<file path="config.mk">
export PLATFORM = sky130hd
export DESIGN_NAME = maxnet_winner_tracker
export DESIGN_NICKNAME = d
export VERILOG_FILES = /design/src/rtl/maxnet_winner_tracker_pkg.sv /design/src/rtl/maxnet_winner_tracker_classify.sv /design/src/rtl/maxnet_winner_tracker.sv
export SDC_FILE = /design/constraint.sdc
export NUM_CORES = 1
export LEC_CHECK = 0
export BUFFER_PORTS_ARGS = -buffer_cell sky130_fd_sc_hd__buf_2
export CORE_ASPECT_RATIO = 0.5
export CORE_UTILIZATION = 33
export CTS_CLUSTER_DIAMETER = 80
export CTS_CLUSTER_SIZE = 14
export DETAILED_ROUTE_END_ITERATION = 12
export HOLD_SLACK_MARGIN = 0.02
export PLACE_DENSITY = 0.79
export SETUP_SLACK_MARGIN = 0.2
export SYNTH_ARGS = -nofsm -noshare
export SYNTH_HDL_FRONTEND = slang
export SYNTH_SLANG_ARGS = --single-unit
</file>
<file path="constraint.sdc">
create_clock -name clk -period 2.55 [get_ports clk]
set_input_delay 0 -clock clk [delete_from_list [all_inputs] [get_ports clk]]
set_output_delay 0 -clock clk [all_outputs]
set_load 0.005 [all_outputs]
</file>
<file path="src/rtl/maxnet_winner_tracker_pkg.sv">
// Shared types for the MaxNet winner tracker:
// status codes, FSM states, width helper.
package maxnet_winner_tracker_pkg;

  typedef enum logic [1:0] {
    ST_NONE     = 2'd0,
    ST_WIN      = 2'd1,
    ST_ALL_ZERO = 2'd2,
    ST_TIMEOUT  = 2'd3
  } status_t;

  typedef enum logic [1:0] {
    IDLE = 2'd0,
    RUN  = 2'd1,
    DONE = 2'd2
  } state_t;

  function automatic int clog2(input int v);
    int r;
    r = 0;
    while ((1 << r) < v) r++;
    return r;
  endfunction

endpackage

</file>
<file path="src/rtl/maxnet_winner_tracker_classify.sv">
// Combinational survivor analysis of one
// activation vector (sign bit ignored).
module winner_classify
  import maxnet_winner_tracker_pkg::*;
#(
  parameter  int N_CH   = 4,
  parameter  int DATA_W = 32,
  localparam int IDX_W  = (clog2(N_CH) > 1) ? clog2(N_CH) : 1
) (
  input  logic [N_CH*DATA_W-1:0] acts,
  output logic                   any_nz,
  output logic                   multi_nz,
  output logic [IDX_W-1:0]       first_idx
);

  logic [N_CH-1:0] nz;

  // per-channel nonzero flag on magnitude bits only
  always_comb begin
    nz = '0;
    for (int k = 0; k < N_CH; k++)
      nz[k] = |acts[k*DATA_W +: DATA_W-1];
  end

  // count survivors and pick the lowest-index one
  always_comb begin
    any_nz    = 1'b0;
    multi_nz  = 1'b0;
    first_idx = '0;
    for (int k = N_CH-1; k >= 0; k--)
      if (nz[k]) first_idx = IDX_W'(k);
    for (int k = 0; k < N_CH; k++) begin
      multi_nz = multi_nz | (any_nz & nz[k]);
      any_nz   = any_nz | nz[k];
    end
  end

endmodule

</file>
<file path="src/rtl/maxnet_winner_tracker.sv">
// Sequential MaxNet winner tracker: iterates until
// one survivor, all-zero or timeout; holds until ack.
module maxnet_winner_tracker
  import maxnet_winner_tracker_pkg::*;
#(
  parameter  int N_CH     = 4,
  parameter  int DATA_W   = 32,
  parameter  int MAX_ITER = 64,
  localparam int IDX_W    = (clog2(N_CH) > 1) ? clog2(N_CH) : 1,
  localparam int ITER_W   = clog2(MAX_ITER+1)
) (
  input  logic                   clk,
  input  logic                   rst_n,
  input  logic                   start,
  input  logic                   in_valid,
  input  logic [N_CH*DATA_W-1:0] acts,
  input  logic                   ack,
  output logic                   busy,
  output logic                   done,
  output logic [IDX_W-1:0]       idx,
  output logic [1:0]             status,
  output logic [ITER_W-1:0]      iter_cnt
);

  localparam logic [ITER_W-1:0] ITER_MAX  = ITER_W'(MAX_ITER);
  localparam logic [ITER_W-1:0] ITER_LAST = ITER_W'(MAX_ITER-1);

  state_t            state;
  status_t           stat_q;
  logic              any_nz;
  logic              multi_nz;
  logic [IDX_W-1:0]  first_idx;
  logic [ITER_W-1:0] iter_nxt;

  winner_classify #(
    .N_CH   (N_CH),
    .DATA_W (DATA_W)
  ) u_classify (
    .acts      (acts),
    .any_nz    (any_nz),
    .multi_nz  (multi_nz),
    .first_idx (first_idx)
  );

  assign status = stat_q;

  // saturating iteration count for the next sample
  always_comb begin
    iter_nxt = iter_cnt;
    if (iter_cnt != ITER_MAX)
      iter_nxt = iter_cnt + 1'b1;
  end

  // control FSM with registered result fields
  always_ff @(posedge clk or negedge rst_n) begin
    if (!rst_n) begin
      state    <= IDLE;
      busy     <= 1'b0;
      done     <= 1'b0;
      idx      <= '0;
      stat_q   <= ST_NONE;
      iter_cnt <= '0;
    end else begin
      unique case (state)
        IDLE: begin
          if (start) begin
            state    <= RUN;
            busy     <= 1'b1;
            iter_cnt <= '0;
          end
        end
        RUN: begin
          if (start) begin
            iter_cnt <= '0;
          end else if (in_valid) begin
            iter_cnt <= iter_nxt;
            if (!any_nz) begin
              state  <= DONE;
              busy   <= 1'b0;
              done   <= 1'b1;
              idx    <= '0;
              stat_q <= ST_ALL_ZERO;
            end else if (!multi_nz) begin
              state  <= DONE;
              busy   <= 1'b0;
              done   <= 1'b1;
              idx    <= first_idx;
              stat_q <= ST_WIN;
            end else if (iter_cnt == ITER_LAST) begin
              state  <= DONE;
              busy   <= 1'b0;
              done   <= 1'b1;
              idx    <= first_idx;
              stat_q <= ST_TIMEOUT;
            end
          end
        end
        DONE: begin
          if (ack && start) begin
            state    <= RUN;
            busy     <= 1'b1;
            done     <= 1'b0;
            iter_cnt <= '0;
          end else if (ack) begin
            state <= IDLE;
            done  <= 1'b0;
          end
        end
        default: begin
          state <= IDLE;
          busy  <= 1'b0;
          done  <= 1'b0;
        end
      endcase
    end
  end

endmodule

</file>
==> out/results.ini <==
[clock_tree]
clkLatencyLatePin_ns=0.25
numCtsBuffers=3
cts_buffer_depth=2
tritoncts=done
clk_pin_slew_ns=0.07
cts_sinks=15
root_buffer=clkbuf_8
htreeDepth=1

[power_and_ir_drop]
ir_drop_uv=144.1
p_leak_nw=1.048
power_density_nw_per_um2=283.4

[worst_hold_path]
min_path_type=input port to flop

[yosys]
seq_area_frac_synth_pct=30.83
synth_area_um2=1217
synth_flop_cell=dfrtp_1
synth_area_per_cell_um2=8.952
synth-seq-cells=15
synth.area.top_cells=dfrtp_1, nor4_1, nand4_1, o21ai_0, mux2_4
synth_top_area_share_pct=30.83
syn-num-nets=271
synth_cell_types=38
synth_cells=136
synth_edf_count=0
synth-async-reset-ratio_pct=100.0
yosys_warnings=0
yosysTopAreaCell=dfrtp_1

[placement]
dp_hpwl_mm=3.544
dpl_cell_area_um2=1976
gp_congestion=0.8358
io_buffer_count=141

[setup_path]
worstSetupStartpointType=flop
critPathMaxStageDelay_ns=0.52
path_cells=ha_1, nand3_1, o21ai_1, a31oi_4, a311oi_4, mux2_4
end_kind=flop
worstPathRequired_ns=2.69
cp_slowest_cell=a311oi_4
crit_type=flop to flop
cp.arrival_ns=2.28
crit_path_max_fanout=7

[layout]
num_antenna_cells=0
final_cell_area_um2=2032
nets=417
drive_gt1_share_pct=56.23
mostFrequentLayoutCells=buf_2, nor4_1, dfrtp_1
syn2layout_area_growth_pct=66.91
final_common_cell=buf_2

[grt]
grt_pass1_vias=1501
grt_pass1_wl_mm=6.472
antenna_found_initial=0
grt_usage_pct=20.96
grt_max_degree=16
grt-ovfl-total=0

[timing]
finalCriticalPeriod_ns=2.141
relSlewSlack_pct=67.37
hold_viol_final=0
skew_ns=0.005669
finalSetupViolCount=0
tightest_slew_ns=0.4894
post-route-period-util_pct=83.98
rsz0062_at_grt=false
slew_violations=0
finalSetupTns_ns=0
fmax_mhz=467.0

[detailed_routing]
ant_nets=0
wl_met3_um=172
wirelength_mm=4.069
wl_per_cell_um=12.26
top_layer=met4
drt-met1-wl_mm=1.755
vias_per_cell=4.988
vias=1656
dr_wl_met2_mm=2.108
drc=0
drt_iter0_drc=35
first_pass_iters=4

[die]
die_area_um2=3951
start_util_pct=35.06
die_h_um=44.95
core_area_um2=3472
io_pins=146
die-width_um=87.90
num_rows=15

[job]
max-cap-violations=0

[status]
status=finished, final reports clean

==> cells in the mapped netlist, types with 2 or more instances <==
master,instances
a21o_2,2
nand2_1,7
nand3b_1,2
nand4_1,9
a21oi_1,3
a31oi_1,3
o21ai_0,11
mux2i_1,2
nor3_1,5
inv_1,7
o31ai_1,4
nand3_1,3
nor4_1,27
nor2_1,4
a41oi_1,3
and3_1,2
ha_1,2
nor2_4,2
and4_1,2
dfrtp_1,15
mux2_4,2
a21boi_0,3
==> kinds of logic (layout without fill, tap and decap cells) <==
family	after synthesis	count (layout)	synth area share [%]
and+or+nand+nor	69	69	35.77
buffers and inverters	9	154	3.700
DFF	15	15	30.83
muxes	4	4	4.111
AOI/OAI and AO/OA	37	37	23.54
adders and majority gates	2	2	2.055
==> final cells by class <==
class | count | area (um^2)
timing repair buffer | 143 | 723.2
multi-input combinational | 112 | 797.0
clock inverter | 1 | 5.005
sequential | 15 | 375.4
fill | 340 | 1440
tap | 51 | 63.81
clock buffer | 3 | 41.29
inverter | 7 | 26.28
==> stage by stage <==
| stage | util, % | setup WS, ns | instances | power (mW) | hold slack, ns |
|---|---|---|---|---|---|
| 3_5_place_dp | 56.90 | 0.3269 | 327 | 0.3844 | -0.07353 |
| 6_report | 58.52 | 0.4085 | 332 | 0.5760 | 0.05233 |
| 4_1_cts | 58.52 | 0.3269 | 332 | 0.5799 | 0.05099 |
| 3_3_place_gp | 56.90 | 0.3943 | 327 | 0.3810 | -0.07537 |
| 2_1_floorplan | - | 0.5514 | 136 | 0.2742 | -0.2956 |
| 5_1_grt | 58.52 | 0.2906 | 332 | 0.6112 | 0.08901 |
==> critical path, delay by kind of cell (launching register included) <==
family	cells	cell delay [ns]
multiplexers	1	0.35
adder cells (fa/ha/maj)	1	0.27
AND/OR/NAND/NOR	1	0.13
flip-flops	1	0.44
AO/OA/AOI/OAI	3	0.84
==> routing by layer <==
metal	vias up	global-route usage, %
li1	847	-
met1	754	26.09
met2	51	38.91
met3	4	4.205
met4	0	3.279
met5	-	0
==> what timing repair did <==
| item | CTS | global route |
|---|---|---|
| endpoints found under the hold margin | 15 | 0 |
| setup buffers | 0 | 0 |
| hold buffers | 1 | 0 |
| gates resized for setup | 0 | 1 |
| endpoints found under the setup margin | 0 | 2 |
==> where the power goes <==
group	switching (mW)	internal, mW
logic	0.0517	0.0839
registers	0.00443	0.241
clock network	0.0870	0.108
total	0.143	0.433
==> final timing paths <==
kind | from | to | slack [ns] | cells after the start
min reg2reg | done | done | 0.49 | 1
max reg2reg | iter_cnt[0] | idx[1] | 0.41 | 6
min | start | state[0] | 0.05 | 3
min in group asynchronous | rst_n | busy | 0.19 | 2
max | iter_cnt[0] | idx[1] | 0.41 | 6
max in group asynchronous | rst_n | state[0] | 2.10 | 2
==> registers in the layout, summed over array words and instances, names as in the netlist <==
signal,count
busy,1
status,2
done,1
iter_cnt,7
idx,2
state,2
(Power assumes the default switching activity.)
